===== src/rtl/calc_sequencer.sv =====
// Multi-cycle add/sub/mul/div sequencer driving an external 4-bit adder_subtractor.
// Mul is shift-add, div is restoring; results reported over a start/busy/done handshake.
module calc_sequencer #(
  parameter int unsigned W = 4
) (
  input  logic           clk,
  input  logic           rst_n,
  input  logic           start,
  input  logic [1:0]     op,
  input  logic [W-1:0]   opa,
  input  logic [W-1:0]   opb,
  output logic           busy,
  output logic           done,
  output logic [2*W-1:0] result,
  output logic           carry,
  output logic           overflow,
  output logic           div_err,
  output logic [W-1:0]   as_a,
  output logic [W-1:0]   as_b,
  output logic           as_mode,
  input  logic [W-1:0]   as_sum,
  input  logic           as_cout,
  input  logic           as_overflow
);

  localparam int unsigned CW = $clog2(W);

  typedef enum logic [2:0] {IDLE, ADDSUB, MUL, DIV, DONE} state_t;

  state_t        state;
  logic          sub_r;
  logic [W-1:0]  acc;
  logic [W-1:0]  q;
  logic [W-1:0]  m;
  logic          c;
  logic [CW-1:0] cnt;

  logic [W-1:0]  div_s;
  logic [W-1:0]  r_nxt;
  logic [W-1:0]  q_nxt;
  logic [2*W:0]  mul_shift;
  logic          last;

  always_comb begin
    as_a    = '0;
    as_b    = '0;
    as_mode = 1'b0;
    div_s   = {acc[W-2:0], q[W-1]};
    case (state)
      ADDSUB: begin
        as_a    = m;
        as_b    = q;
        as_mode = sub_r;
      end
      MUL: begin
        as_a = acc;
        as_b = m;
      end
      DIV: begin
        as_a    = div_s;
        as_b    = m;
        as_mode = 1'b1;
      end
      default: ;
    endcase

    mul_shift = q[0] ? ({as_cout, as_sum, q} >> 1) : ({c, acc, q} >> 1);

    if (acc[W-1] | as_cout) begin
      r_nxt = as_sum;
      q_nxt = {q[W-2:0], 1'b1};
    end else begin
      r_nxt = div_s;
      q_nxt = {q[W-2:0], 1'b0};
    end

    last = (cnt == CW'(W-1));
  end

  always_ff @(posedge clk or negedge rst_n) begin
    if (!rst_n) begin
      state    <= IDLE;
      sub_r    <= 1'b0;
      acc      <= '0;
      q        <= '0;
      m        <= '0;
      c        <= 1'b0;
      cnt      <= '0;
      busy     <= 1'b0;
      done     <= 1'b0;
      result   <= '0;
      carry    <= 1'b0;
      overflow <= 1'b0;
      div_err  <= 1'b0;
    end else begin
      case (state)
        IDLE: begin
          if (start) begin
            sub_r    <= op[0];
            acc      <= '0;
            c        <= 1'b0;
            cnt      <= '0;
            carry    <= 1'b0;
            overflow <= 1'b0;
            div_err  <= 1'b0;
            busy     <= 1'b1;
            if (op == 2'b11) begin
              m <= opb;
              q <= opa;
              if (opb == '0) begin
                div_err <= 1'b1;
                result  <= '0;
                state   <= DONE;
              end else begin
                state <= DIV;
              end
            end else begin
              m     <= opa;
              q     <= opb;
              state <= op[1] ? MUL : ADDSUB;
            end
          end
        end
        ADDSUB: begin
          result   <= {{W{1'b0}}, as_sum};
          carry    <= as_cout;
          overflow <= as_overflow;
          done     <= 1'b1;
          state    <= DONE;
        end
        MUL: begin
          {c, acc, q} <= mul_shift;
          cnt         <= cnt + CW'(1);
          if (last) begin
            result <= mul_shift[2*W-1:0];
            done   <= 1'b1;
            state  <= DONE;
          end
        end
        DIV: begin
          acc <= r_nxt;
          q   <= q_nxt;
          cnt <= cnt + CW'(1);
          if (last) begin
            result <= {r_nxt, q_nxt};
            done   <= 1'b1;
            state  <= DONE;
          end
        end
        DONE: begin
          // Divide-by-zero enters DONE with done low, so it holds one extra
          // cycle to pulse done at the same edge as an add/sub would.
          if (done) begin
            done  <= 1'b0;
            busy  <= 1'b0;
            state <= IDLE;
          end else begin
            done <= 1'b1;
          end
        end
        default: state <= IDLE;
      endcase
    end
  end

endmodule


===== config.mk =====
export PLATFORM = sky130hd
export DESIGN_NAME = calc_sequencer
export DESIGN_NICKNAME = d
export VERILOG_FILES = /design/src/rtl/calc_sequencer.sv
export SDC_FILE = /design/constraint.sdc
export NUM_CORES = 1
export LEC_CHECK = 0
export ABC_CLOCK_PERIOD_IN_PS = 2700
export CAP_MARGIN = 20
export CORE_AREA = 2 2 62 64
export CTS_CLUSTER_SIZE = 10
export DETAILED_ROUTE_END_ITERATION = 8
export DIE_AREA = 0 0 64 66
export GPL_TIMING_DRIVEN = 0
export PLACE_DENSITY = 0.84
export SYNTH_ARGS = -nofsm -noshare
export SYNTH_HDL_FRONTEND = slang
export SYNTH_SLANG_ARGS = --single-unit
export TNS_END_PERCENT = 10

===== constraint.sdc =====
create_clock -name clk -period 2.7 [get_ports clk]
set_clock_uncertainty 0.1 [all_clocks]
set_input_delay 0.405 -clock clk [delete_from_list [all_inputs] [get_ports clk]]
set_output_delay 0.405 -clock clk [all_outputs]
set_load 0.005 [all_outputs]

==> impl_metrics.json <==
{
  "status": "finished, final reports clean",
  "synth_area_leaders": "dfrtp_1, mux2i_1, mux2_2, o21ai_0, nand2_1",
  "arrival_ps": 2100,
  "placed_cell_area_mm2": 0.002302,
  "cts_tree": "built",
  "r2r_cells": 5,
  "avgSynthCellArea_um2": 9.861,
  "crit-reg2reg-launch": "state[1]",
  "syn_area_mm2": 0.001824,
  "first_pass_iters": 4,
  "power_uw": 2355,
  "ios": 41,
  "design_area_mm2": 0.002361,
  "use_met1": 0.3022,
  "slew_viol_final": 0,
  "synth_top_family_by_area": "compound AO/OA/AOI/OAI gates",
  "r2r_slack_ps": 710,
  "ant_nets": 0,
  "cp_max_fo": 10,
  "slowest_delay_ps": 450,
  "crit_chain": "clkbuf_4 > buf_6 > mux2_2 > a22oi_1 > nor2_1 > clkdlybuf4s50_1",
  "num_vias": 1551,
  "grt_pass1_vias": 1498,
  "grt_most_used_layer": "met2",
  "yosys_warnings": 0,
  "cts-root-buf": "clkbuf_4",
  "worstPathRequired_ps": 2190,
  "synth_compound_area_frac": 0.1927,
  "reg2reg_to": "state[1]",
  "htreeDepth": 2,
  "post_drt_wl_per_cell_um": 15.53,
  "crit_slowest_cell": "clkdlybuf4s50_1",
  "hold_viol_final": 0,
  "place_congestion": 0.8161,
  "synthCells": 185,
  "core_area_mm2": 0.003551,
  "slew_headroom": 0.5925,
  "finalCritPeriodShare": 0.9662,
  "hold_buffers": 0,
  "syn-num-nets": 205,
  "synthXorXnorAreaFrac": 0.004801,
  "post-route-min-period_ps": 2609,
  "vdd_ir_drop_max_mv": 0.6000,
  "power_density_mw_per_mm2": 997.3,
  "cts_buffers": 5,
  "critPathTopFamily": "buffers and inverters",
  "num_rows": 22,
  "leakage_uw": 0.0009973,
  "route.detailed.drc": 0,
  "layout_commonest_cell": "clkdlybuf4s50_1",
  "synth_fa_ha_area_frac": 0.006859,
  "die_w_um": 64,
  "clock-sinks": 31,
  "globalRouteOverflowTotal": 0,
  "startpoint": "state[1]",
  "via_per_inst": 5.579,
  "synth_top_area_frac": 0.4252,
  "numPortBuffers": 39,
  "diodes": 0,
  "path_class": "register to output pin",
  "synth_cell_type_count": 34,
  "worst-path-buf-inv": 3,
  "fin_util": 0.6649,
  "antenna_found_initial": 0,
  "fmax_ghz": 0.3833,
  "hp-class": "input port to asynchronous set/reset pin",
  "hpwlAfterDp_um": 3284,
  "grtUsageMet2": 0.3464,
  "final_cell_mix": "clkdlybuf4s50_1, dfrtp_1, nand2_1",
  "track_usage": 0.2244,
  "seq_area_um2": 775.7,
  "synth_seq_cells": 31,
  "drtIter0Drc": 86,
  "synth-simple-area-share": 0.1523,
  "grt_max_degree": 21,
  "drive_gt1_frac": 0.1217,
  "start_util": 0.5137,
  "yosys.area.top_type": "dfrtp_1",
  "n_fill_cell": 305,
  "worstMarginPinSlew_ps": 609.4,
  "holdWs_ps": 348.6,
  "cap_violations": 0,
  "clockBufferDepth": 2,
  "area_growth_pct": 29.42,
  "grt_pass1_wl_um": 7176,
  "path_clk_slew_ps": 90,
  "grtUsageMet3": 0.05281,
  "wl_um": 4318,
  "post-cts-setup-buffers": 0,
  "clock_latency_ps": 330,
  "finalSetupViolCount": 0,
  "finalNetCount": 251,
  "multiInputGateArea_um2": 977.2,
  "critPathCaptureType": "output pin",
  "synth-seq-area-share": 0.4252,
  "synth_mux_area_frac": 0.1756,
  "setup-tns-final_ps": 0,
  "die_h_um": 66,
  "start_kind": "register",
  "dieArea_mm2": 0.004224
}
## state kept, by name, summed over array words and instances (netlist names)
signal    cells
state         3
div_err       1
cnt           2
done          1
acc           4
sub_r         1
result        8
q             4
busy          1
overflow      1
carry         1
m             4
## how the worst max path moves through the flow
| stage | end | slack [ps] | cells past startpoint |
|---|---|---|---|
| global placement | as_a[1] | 120 | 6 |
| floorplan | as_a[3] | 890 | 5 |
| detailed placement | as_a[1] | 100 | 6 |
| finish | as_a[3] | 90 | 6 |
| CTS | as_b[0] | -50 | 4 |
| global route | as_a[3] | -8 | 6 |
## report_power, final
part	switching, uW	internal [uW]	total, uW
clock	143	92.3	236
combinational	643	697	1340
sequential	145	634	779
total	931	1420	2350
## Yosys cell counts
library cell / n
nor2_1: 13
nor3b_2: 1
nand3_1: 9
a21oi_1: 13
mux2_4: 4
o21ai_0: 17
clkbuf_1: 8
ha_1: 1
dfrtp_1: 31
nand2_1: 18
a22oi_1: 3
nand3b_1: 2
nor3b_1: 1
mux2i_1: 17
buf_6: 1
a22o_1: 5
a221o_1: 1
a311o_1: 2
nor4b_4: 1
nand4_1: 1
nand2b_1: 2
nor3_1: 1
a211oi_1: 5
o211ai_1: 1
nor2b_1: 2
inv_1: 2
mux2_2: 8
xnor2_1: 1
a32o_1: 1
nor4_4: 1
buf_2: 5
o2bb2ai_1: 4
a21o_1: 2
buf_1: 1
## logic make-up after synthesis
family	after synthesis
AOI/OAI and AO/OA	54
xor gates and xnor gates	1
adders and majority gates	1
buffers and inverters	17
DFF	31
muxes	29
and+or+nand+nor	52
## area by class of cell
type,instances,area share
flip-flops and latches,31,0.3286
repair buffers,40,0.1770
well taps,48,0.02544
clock buffers,6,0.01749
plain buffers,14,0.03445
inverters,2,0.003180
multi-input cells,137,0.4139
## stage by stage
step	std cells	worst slack (ps)
detailed placement	273	104.3
floorplan	185	893.7
global route	278	-8.040
global placement	272	116.4
finish	278	91.16
CTS	278	-47.27
## layer usage
layer | wire length [um] | vias to the layer above
li1 | - | 768
met1 | 2018 | 730
met2 | 1968 | 42
met3 | 220 | 11
met4 | 112 | 0
met5 | 0 | -
## timing repair
item	CTS	global route
endpoints found under the hold margin	0	0
gates resized for setup	1	8
endpoints found under the setup margin	9	8
cloned	0	0
Note: power is estimated with default switching activity, not from simulation.
